==> src/rtl/uart_tx_fifo.sv <==
// uart_tx_fifo: 8N1 UART transmitter fed by a small byte FIFO.
// Define UART_TX_PARITY_EN to insert an even-parity bit before stop.
module uart_tx_fifo #(
  parameter int CLK_DIV    = 20,
  parameter int FIFO_DEPTH = 8
) (
  input  logic                            clk,
  input  logic                            reset,
  input  logic                            in_valid,
  input  logic [7:0]                      in_data,
  output logic                            in_ready,
  output logic                            ser_tx,
  output logic                            busy,
  output logic [$clog2(FIFO_DEPTH+1)-1:0] fifo_level
);
  localparam int TW = $clog2(CLK_DIV);
  localparam int PW = $clog2(FIFO_DEPTH);
  localparam int LW = $clog2(FIFO_DEPTH+1);
  localparam logic [TW-1:0] TMAX = TW'(CLK_DIV - 1);
  localparam logic [LW-1:0] FULL = LW'(FIFO_DEPTH);

`ifdef UART_TX_PARITY_EN
  typedef enum logic [2:0] {
    IDLE, START, DATA, PARITY, STOP
  } state_t;
`else
  typedef enum logic [1:0] {
    IDLE, START, DATA, STOP
  } state_t;
`endif

  logic [7:0]    mem_q [FIFO_DEPTH];
  logic [PW-1:0] wr_ptr_q, wr_ptr_d;
  logic [PW-1:0] rd_ptr_q, rd_ptr_d;
  logic [LW-1:0] level_q, level_d;
  state_t        state_q, state_d;
  logic [TW-1:0] timer_q, timer_d;
  logic [2:0]    bit_q, bit_d;
  logic [7:0]    shift_q, shift_d;
  logic          tx_q, tx_d;
  logic          tail_q, tail_d;
  logic          push, pop, load, tick;
  logic [7:0]    rd_data;
`ifdef UART_TX_PARITY_EN
  logic          par_q, par_d;
`endif

  assign in_ready   = (level_q != FULL);
  assign push       = in_valid && in_ready;
  assign rd_data    = mem_q[rd_ptr_q];
  assign tick       = (timer_q == TMAX);
  assign ser_tx     = tx_q;
  assign fifo_level = level_q;
  // tail_q covers the final stop cycle still on the line after state goes IDLE
  assign busy = (state_q != IDLE) || (level_q != '0) || tail_q;

  always_ff @(posedge clk) begin
    if (push) mem_q[wr_ptr_q] <= in_data;
  end

  always_comb begin
    wr_ptr_d = wr_ptr_q;
    rd_ptr_d = rd_ptr_q;
    level_d  = level_q;
    if (push) wr_ptr_d = wr_ptr_q + PW'(1);
    if (pop)  rd_ptr_d = rd_ptr_q + PW'(1);
    unique case ({push, pop})
      2'b10:   level_d = level_q + LW'(1);
      2'b01:   level_d = level_q - LW'(1);
      default: level_d = level_q;
    endcase
  end

  always_comb begin
    state_d = state_q;
    timer_d = tick ? '0 : timer_q + TW'(1);
    bit_d   = bit_q;
    shift_d = shift_q;
    load    = 1'b0;
    pop     = 1'b0;
    tx_d    = 1'b1;
`ifdef UART_TX_PARITY_EN
    par_d   = par_q;
`endif
    unique case (state_q)
      IDLE: begin
        timer_d = '0;
        load    = (level_q != '0);
      end
      START: begin
        tx_d = 1'b0;
        if (tick) begin
          bit_d   = '0;
          state_d = DATA;
        end
      end
      DATA: begin
        tx_d = shift_q[0];
        if (tick) begin
          shift_d = {1'b0, shift_q[7:1]};
          bit_d   = bit_q + 3'd1;
          if (bit_q == 3'd7) begin
`ifdef UART_TX_PARITY_EN
            state_d = PARITY;
`else
            state_d = STOP;
`endif
          end
        end
      end
`ifdef UART_TX_PARITY_EN
      PARITY: begin
        tx_d = par_q;
        if (tick) state_d = STOP;
      end
`endif
      STOP: begin
        if (tick) begin
          load    = (level_q != '0);
          state_d = IDLE;
        end
      end
      default: state_d = IDLE;
    endcase
    if (load) begin
      pop     = 1'b1;
      shift_d = rd_data;
      timer_d = '0;
      state_d = START;
`ifdef UART_TX_PARITY_EN
      par_d   = ^rd_data;
`endif
    end
    tail_d = (state_q == STOP) && (state_d == IDLE);
  end

  always_ff @(posedge clk or posedge reset) begin
    if (reset) begin
      wr_ptr_q <= '0;
      rd_ptr_q <= '0;
      level_q  <= '0;
      state_q  <= IDLE;
      timer_q  <= '0;
      bit_q    <= '0;
      shift_q  <= '0;
      tx_q     <= 1'b1;
      tail_q   <= 1'b0;
`ifdef UART_TX_PARITY_EN
      par_q    <= 1'b0;
`endif
    end else begin
      wr_ptr_q <= wr_ptr_d;
      rd_ptr_q <= rd_ptr_d;
      level_q  <= level_d;
      state_q  <= state_d;
      timer_q  <= timer_d;
      bit_q    <= bit_d;
      shift_q  <= shift_d;
      tx_q     <= tx_d;
      tail_q   <= tail_d;
`ifdef UART_TX_PARITY_EN
      par_q    <= par_d;
`endif
    end
  end

endmodule
==> config.mk <==
export PLATFORM = sky130hd
export DESIGN_NAME = uart_tx_fifo
export DESIGN_NICKNAME = d
export VERILOG_FILES = /design/src/rtl/uart_tx_fifo.sv
export SDC_FILE = /design/constraint.sdc
export NUM_CORES = 1
export LEC_CHECK = 0
export ABC_AREA = 0
export BUFFER_PORTS_ARGS = -buffer_cell sky130_fd_sc_hd__buf_2
export CAP_MARGIN = 10
export CORE_MARGIN = 5
export CORE_UTILIZATION = 40
export CTS_CLUSTER_SIZE = 20
export DETAILED_ROUTE_END_ITERATION = 7
export PLACE_DENSITY = 0.65
export SYNTH_ARGS = -nofsm -noshare
export SYNTH_HDL_FRONTEND = slang
export SYNTH_SLANG_ARGS = --single-unit
==> constraint.sdc <==
create_clock -name clk -period 8.48 [get_ports clk]
set_clock_uncertainty 0.2 [all_clocks]
set_input_delay 0.424 -clock clk [delete_from_list [all_inputs] [get_ports clk]]
set_output_delay 0.424 -clock clk [all_outputs]
set_load 0.005 [all_outputs]
# --- Yosys cells after proc, flatten, opt, wreduce, memory -nomap -nowiden ---
# Memories as Yosys holds them, arrays and structs flattened.
# Cells that the tools add are included.
op_classes:
  bitwise: 0
  n_div: 0
  n_eq_ne: 10
  reduce_logical: 14
  shifts: 0
  mux: 22
  addsub: 6
  magnitude_cmp: 0
  multipliers: 0
ops:
  columns: ["op", "count"]
  rows:
  - ["8-bit 2-to-1 mux", 3]
  - ["5-bit 2-to-1 mux", 3]
  - ["2-bit 2-to-1 mux", 5]
  - ["2-bit nonzero test", 5]
  - ["3-bit by 1-bit adder with 3-bit output (second input constant)", 3]
  - ["4-bit one-hot mux with 2 select lines", 1]
  - ["2-bit == test (second input constant)", 3]
  - ["3-bit 2-to-1 mux", 2]
  - ["2-bit one-hot mux with 3 select lines", 1]
  - ["3-bit one-hot mux with 2 select lines", 1]
  - ["5-bit by 1-bit adder with 5-bit output (second input constant)", 1]
  - ["5-bit == test (second input constant)", 1]
  - ["4-bit by 1-bit adder with 4-bit output (second input constant)", 1]
  - ["2-bit by 1-bit == test with 1-bit output (second input constant)", 2]
  - ["2-bit logical NOT", 2]
  - ["1-bit 2-to-1 mux", 4]
  - ["2-bit != test (second input constant)", 2]
  - ["4-bit != test (second input constant)", 1]
  - ["1-bit one-hot mux with 2 select lines", 2]
  - ["4-bit nonzero test", 1]
  - ["4-bit by 1-bit subtractor with 4-bit output (second input constant)", 1]
  - ["3-bit == test (second input constant)", 1]
  - ["3-bit AND reduction", 1]
  - ["1-bit logical AND", 2]
  - ["other kinds (2)", 3]
totals:
  word_cells: 62
  latch_bits: 0
  reg_bits: 30
  memories: 1
  mem_bits_ro: 0
  mem_bits_rw: 64
mem_list:
  columns: ["name", "words", "width", "rd", "rd_clocked_by_memory_dff", "write_ports", "line_no", "text"]
  rows:
  - ["mem_q", 8, 8, 1, 0, 1, "32", "logic [7:0] mem_q [FIFO_DEPTH];"]

# --- Depth between registers and ports, before layout ---
# Gate-level depths: netlist of run 1.
logic_depth:
  depth_word: 7
  ltp_mapped: 13

# --- Worst setup path before layout of run 1 ---
# OpenSTA, ideal clock, no wires.
synth_timing:
  path_type: "register to register"
  startpoint: "register timer_q[0]"
  endpoint: "register level_q[2] (netlist: fifo_level[2])"
  setup_ns: 0.128
  stages_incl_launch_ff: 14
  synth_period_minus_slack_ns: 2.796
  arrival_time_ns: 2.468
  slack_ns: 5.684
  t_required_ns: 8.152
  cell_sequence: "dfrtp_1 > ha_1 > nor4bb_1 > buf_2 > a21oi_1 > or3_4 > inv_2 > ha_1 > xor2_1 > ha_1 > a21oi_1 > xor2_1 > nor2_1 > xor2_1"
synth_via:
  elab_chain_len: 6
synth_rtl:
  columns: ["item", "line_no", "text"]
  rows:
  - ["from (decl)", "37", "logic [TW-1:0] timer_q, timer_d;"]
  - ["from (signal assigned)", "156", "timer_q <= timer_d;"]
  - ["5-bit == test (*)", "51", "assign tick = (timer_q == TMAX);"]
  - ["1-bit 2-to-1 mux (*)", "118", "if (tick) begin"]
  - ["1-bit one-hot mux with 2 select lines (*)", "85", "unique case (state_q)"]
  - ["via load", "42", "logic push, pop, load, tick;"]
  - ["1-bit 2-to-1 mux (*)", "125", "if (load) begin"]
  - ["2-bit by 1-bit == test with 1-bit output or 2-bit == test (tied branches)", "67", "unique case ({push, pop})"]
  - ["4-bit one-hot mux with 2 select lines or 2-bit nonzero test (tied branches)", null, null]
  - ["to (signal assigned)", "154", "level_q <= level_d;"]
  - ["to (decl)", "35", "logic [LW-1:0] level_q, level_d;"]
# Mark *: on every way through the listed nets, which the timed path passes. The rest lies on a longest branch.
# A chain may end at the register's enable or synchronous reset.

# --- Worst setup path after layout of run 1 ---
# Ends and elaborated chain as after synthesis.

==> results.json, run 1 <==
{
  "nFillCells": 852,
  "synth_fp_nets": 261,
  "die_h_um": 110,
  "overflow": 0,
  "nets": 285,
  "viasPerCell": 5.02,
  "ys_seq_elements": 94,
  "final_common_cell": "edfxtp_1",
  "layout_common_cells": "64 x edfxtp_1, 29 x dfrtp_1, 23 x mux2i_1",
  "synth_edf_count": 64,
  "routed_wirelength_um": 6600,
  "syn_avg_cell_area_sq_um": 16.9,
  "start_kind": "flip-flop",
  "drtPass1Iterations": 4,
  "crit_family": "simple AND/OR/NAND/NOR gates",
  "slew_headroom_pct": 32.5,
  "clkPwrFrac_pct": 22.5,
  "crit_arrival_ns": 3.18,
  "crit_required_ns": 8.53,
  "p_switching_uw": 450,
  "maxCapViolCount": 0,
  "grt_pass1_wl_um": 10600,
  "fmax_ghz": 0.319,
  "hold_violations": 0,
  "slowest_stage": "or3_4",
  "p_total_mw": 1.40,
  "max_stage_delay_ns": 0.48,
  "path_max_fanout": 12,
  "crit_type": "flip-flop to flip-flop",
  "die_w_um": 110,
  "final_cells": 399,
  "syn_area_sq_mm": 0.00399,
  "grt_pass1_vias": 1950,
  "drive_gt1_share_pct": 21.8,
  "run_status": "complete, no violations",
  "grtUsageTotal_pct": 12.0,
  "p_int_uw": 950,
  "wire_per_inst_um": 16.5,
  "route.vias.total": 2003,
  "crit_buf_inv": 2,
  "grt_max_degree": 31,
  "netSwitchingFraction_pct": 32.1,
  "clkSinkCount": 94,
  "rsz0062_at_grt": "no",
  "tns_ns": 0,
  "cts_hold_buf": 1,
  "slew_viol_final": 0,
  "ys_seq_area_share_pct": 66.9,
  "cts_max_path_buffers": 2,
  "synthCells": 237,
  "die_area_sq_mm": 0.0121,
  "dp_hpwl_um": 4210,
  "dp.cells": 382,
  "place.gp.congestion": 0.745,
  "setup.worst_path.end_class": "flip-flop",
  "ant_nets": 0,
  "setup_viol": 0,
  "cts-htree-levels": 3,
  "num_antenna_cells": 0,
  "clockRootBuffer": "clkbuf_8",
  "initial_core_util_pct": 40.9,
  "yosysWarnings": 0,
  "ys_types": 38,
  "ir_worst_vdd_mv": 0.140,
  "period_share_pct": 36.9,
  "pin_count": 18,
  "p_seq_share_pct": 50.7,
  "port_buffers": 17,
  "synth_ff_type": "edfxtp_1",
  "tightest_slew_ns": 1.01,
  "route.detailed.drc": 0,
  "num_rows": 36,
  "drt-initial-drc-count": 119,
  "cts_tree": "yes",
  "cts_buffers": 9,
  "p_per_area_mw_per_mm2": 314,
  "async_flop_share_pct": 31.9,
  "path_cells": "ha_1 > nor4bb_1 > buf_4 > a21oi_1 > or3_4 > inv_2 > ha_1 > xor2_1 > ha_1 > a21oi_1 > xor2_1 > nor2_1 > xor2_1",
  "worstHoldPathType": "input pin to flip-flop",
  "coreArea_sq_mm": 0.00977,
  "post_cts_resized": 0,
  "clock_latency_ns": 0.36,
  "area_growth_pct": 11.5,
  "comb_power_share_pct": 26.8,
  "antenna_found_initial": 0,
  "clkTransAtPathRegs_ns": 0.10,
  "min_period_ns": 3.13,
  "postCtsSetupBuffers": 0,
  "power_leakage_nw": 1.70
}
[metrics by stage]
step / setup slack [ns] / utilization, % / hold WS, ns / instance area (sq um)
after global placement: 5.40 / 43.3 / 0.251 / 4230
after detailed placement: 5.34 / 43.3 / 0.262 / 4230
after floorplan: 5.68 / - / 0.241 / 3990
after global routing: 5.09 / 45.6 / 0.126 / 4450
final: 5.35 / 45.6 / 0.123 / 4450
after CTS: 5.32 / 45.6 / 0.108 / 4450
[worst paths after layout]
kind | start | endpoint | slack [ns] | cells after the start
min in group asynchronous | reset | timer_q[3] | 0.46 | 4
worst min-delay path | in_data[5] | mem_q[7][5] | 0.12 | 1
max in group asynchronous | reset | ser_tx | 7.29 | 4
worst max register to register | timer_q[0] | fifo_level[2] | 5.35 | 13
worst min register to register | timer_q[0] | timer_q[0] | 0.27 | 1
worst max-delay path | timer_q[0] | fifo_level[2] | 5.35 | 13
[logic make-up (layout without fill, tap and decap cells)]
family                   after synthesis  in the layout  synth area share (%)
multiplexers                          42             42                  15.6
XOR/XNOR                              10             10                  2.19
AO/OA/AOI/OAI                         17             17                  2.79
adder cells (fa/ha/maj)               13             13                  4.07
AND/OR/NAND/NOR                       47             47                  6.77
buffers and inverters                 14             43                  1.60
flip-flops                            94             94                  66.9
[sequential cells by signal, indices dropped and copies added (netlist names), 2 cells and up]
| name | count |
|---|---|
| shift_q | 8 |
| timer_q | 5 |
| mem_q | 64 |
| fifo_level | 4 |
| state_q | 2 |
| wr_ptr_q | 3 |
| rd_ptr_q | 3 |
| bit_q | 3 |
[metal layers]
metal	routed length, um	global-route usage (%)
met1	3110	16.5
met2	3200	18.4
met3	210	3.35
met4	80	3.74
met5	0	0
[power by group through the flow]
stage / clock [mW] / sequential [mW] / combinational (mW)
after floorplan: 0 / 0.655 / 0.343
after global placement: 0 / 0.719 / 0.378
after detailed placement: 0 / 0.722 / 0.384
after CTS: 0.322 / 0.713 / 0.384
after global routing: 0.342 / 0.728 / 0.419
final: 0.315 / 0.709 / 0.375
[cell type report]
class	instances	area, sq um	share of cell area, %
Clock inverter	7	88.8	1.99
Sequential cell	94	2670	60.0
Clock buffer	9	124	2.78
Multi-Input combinational cell	129	1260	28.3
Inverter	6	22.5	0.506
Timing Repair Buffer	21	118	2.64
Tap cell	133	166	3.74
[cell usage after synthesis, types with 5 or more instances]
library cell / number / area, sq um
a21oi_1: 6 / 30.0
dfrtp_1: 29 / 726
edfxtp_1: 64 / 1920
ha_1: 13 / 163
inv_1: 5 / 18.8
mux2i_1: 23 / 230
mux4_2: 16 / 360
nand2_1: 8 / 30.0
nand2b_1: 5 / 31.3
nor2_1: 9 / 33.8
nor3_1: 6 / 30.0
xnor2_1: 6 / 52.6
(Power assumes the default switching activity.)
==> inputs of run 2 (changes only) <==
--- a/config.mk
+++ b/config.mk
@@ -5,7 +5,7 @@
 export SDC_FILE = /design/constraint.sdc
 export NUM_CORES = 1
 export LEC_CHECK = 0
-export ABC_AREA = 0
+export ABC_AREA = 1
 export BUFFER_PORTS_ARGS = -buffer_cell sky130_fd_sc_hd__buf_2
 export CAP_MARGIN = 10
 export CORE_MARGIN = 5
==> constraint.sdc (replaced) <==
create_clock -name clk -period 2.95 [get_ports clk]
set_clock_uncertainty 0.2 [all_clocks]
set_input_delay 0.1475 -clock clk [delete_from_list [all_inputs] [get_ports clk]]
set_output_delay 0.1475 -clock clk [all_outputs]
set_load 0.005 [all_outputs]
==> results.json, run 2 <==
{
  "run_status": "complete, no violations",
  "crit_top_cell": "ha_1",
  "crit_family": "adder cells",
  "coreArea_sq_mm": 0.0107,
  "netlist_top_cells_count": "96 x nand2_1, 67 x inv_1, 64 x edfxtp_1, 59 x nand3_1",
  "start_kind": "flip-flop",
  "num_rows": 38,
  "cts-htree-levels": 3,
  "drive_gt1_share_pct": 13.2,
  "tightest_slew_ns": 0.597,
  "crit_required_ns": 2.99,
  "syn_area_sq_mm": 0.00431,
  "ys_types": 31,
  "route.detailed.drc": 0,
  "synth_fp_nets": 453,
  "largest_reg_flops": 64,
  "hold-worst-slack_ns": 0.0627,
  "routed_wirelength_um": 8660,
  "synth_top_area_cell": "edfxtp_1",
  "overflow": 0,
  "viasPerCell": 4.82,
  "antenna_found_initial": 0,
  "crit_type": "flip-flop to flip-flop",
  "yosysWarnings": 0,
  "pre_cts_ws_ns": 0.488,
  "min_period_ns": 2.48,
  "path_cells": "ha_1 > nand2_1 > clkinv_1 > nand3_2 > a21oi_4 > ha_1 > xor2_1 > ha_1 > a21o_1 > or2_2 > nand3_1 > o21ai_0",
  "setup_slack_ns": 0.472,
  "p_total_mw": 3.14,
  "grtUsageTotal_pct": 14.2,
  "ys_seq_area_share_pct": 62.0,
  "period_share_pct": 84.0,
  "clkTransAtPathRegs_ns": 0.09,
  "power_leakage_nw": 2.19,
  "die_w_um": 114,
  "yosysMostFrequentCell": "nand2_1",
  "slowest_stage": "dfrtp_1",
  "path_max_fanout": 3,
  "slew_viol_final": 0,
  "area_growth_pct": 14.4,
  "dp_hpwl_um": 5470,
  "clock_latency_ns": 0.35,
  "maxCapViolCount": 0,
  "clockRootBuffer": "clkbuf_8",
  "setup_viol": 0,
  "grt_pass1_vias": 2976,
  "synth.area.top_cells": "edfxtp_1 45%, dfrtp_1 17%, nand2_1 8.4%",
  "die_area_sq_mm": 0.0130,
  "netlist.area_leader.share_pct": 44.5,
  "clkSinkCount": 94,
  "cts_tree": "yes",
  "setup.worst_path.end_class": "flip-flop",
  "pin_count": 18,
  "drtPass1Iterations": 4,
  "final_cells": 611,
  "reg_top3": "mem_q: 64 flops, shift_q: 8 flops, timer_q: 5 flops",
  "grt_pass1_wl_um": 14300,
  "initial_core_util_pct": 40.3,
  "layout_common_cells": "96 x nand2_1, 67 x inv_1, 64 x edfxtp_1",
  "syn_avg_cell_area_sq_um": 10.1,
  "ys_seq_elements": 94,
  "max_stage_delay_ns": 0.42,
  "fin_util_pct": 46.1,
  "ir_worst_vdd_mv": 0.377,
  "drt-initial-drc-count": 138,
  "wire_per_inst_um": 14.2,
  "p_per_area_mw_per_mm2": 636,
  "cts_buffers": 9,
  "place.gp.congestion": 0.806,
  "die_h_um": 114,
  "regMostFlops": "mem_q",
  "fmax_ghz": 0.404,
  "synth_edf_count": 64,
  "crit_arrival_ns": 2.52,
  "postCtsSetupBuffers": 0,
  "slew_headroom_pct": 60.1,
  "final_common_cell": "nand2_1",
  "stdcell_area_sq_mm": 0.00493,
  "tns_ns": 0,
  "port_buffers": 17,
  "dp.cells": 586,
  "hold_violations": 0,
  "synthCells": 429,
  "synth_ff_type": "edfxtp_1",
  "ant_nets": 0,
  "grt_max_degree": 34,
  "rsz0062_at_grt": "no",
  "cts_max_path_buffers": 2,
  "nets": 491,
  "postPlaceCellArea_sq_mm": 0.00459,
  "async_flop_share_pct": 31.9,
  "crit_buf_inv": 1,
  "route.vias.total": 2944,
  "worstHoldPathType": "input pin to asynchronous set/reset pin",
  "num_antenna_cells": 0
}
==> run 2: cell count changes in the layout (fill, tap and decap cells not counted), moves of 4 or more <==
cell	delta
xnor2_1	-4
nand2b_1	-5
nand2_1	+88
nor3_1	-5
nor2_1	+20
nand3_1	+55
dlygate4sd3_1	+9
buf_4	+10
inv_1	+62
o21ai_0	+13
mux2i_1	-22
mux4_2	-16
o21ai_2	+6
==> run 2: area by class of cell <==
type,count,area (sq um)
flip-flops and latches,94,2670
repair buffers,40,283
clock inverters,6,116
multi-input cells,251,1300
well taps,140,175
fillers,1001,5760
inverters,71,267
clock buffers,9,124
==> run 2: cells by family (layout without fill, tap and decap cells) <==
| family | after synthesis | count (layout) | synth area share [%] |
|---|---|---|---|
| adder cells (fa/ha/maj) | 13 | 13 | 3.77 |
| buffers and inverters | 84 | 126 | 7.98 |
| multiplexers | 1 | 1 | 0.232 |
| flip-flops | 94 | 94 | 62.0 |
| XOR/XNOR | 8 | 8 | 1.62 |
| AO/OA/AOI/OAI | 35 | 35 | 5.05 |
| AND/OR/NAND/NOR | 194 | 194 | 19.4 |
==> run 2: final timing paths <==
check | startpoint | to | slack, ns | cells after the start
max | timer_q[0] | fifo_level[2] | 0.47 | 12
min | reset | fifo_level[2] | 0.06 | 3
max reg2reg | timer_q[0] | fifo_level[2] | 0.47 | 12
min reg2reg | timer_q[0] | timer_q[0] | 0.29 | 1
max in group asynchronous | reset | ser_tx | 1.82 | 4
min in group clk | timer_q[0] | timer_q[0] | 0.29 | 1
==> run 2: what timing repair did <==
| item | CTS | global route |
|---|---|---|
| hold buffers | 10 | 0 |
| gates resized for setup | 0 | 0 |
| endpoints found under the hold margin | 94 | 0 |
==> run 2: per-layer routing <==
metal  routed length, um  track usage, %
met5                   0               0
met4                 161            4.59
met3                 392            3.82
met2                4190            23.9
met1                3920            18.0
==> run 2: tightest hold or removal path, cell delays in order <==
cell and delay, ns:
dlygate4sd3_1 0.53, buf_2 0.11, inv_1 0.23
==> run 2: report_power, final <==
| part | switching, mW | total (mW) | internal [mW] |
|---|---|---|---|
| combinational | 0.286 | 0.452 | 0.166 |
| sequential | 0.0789 | 1.67 | 1.59 |
| clock | 0.453 | 1.02 | 0.566 |
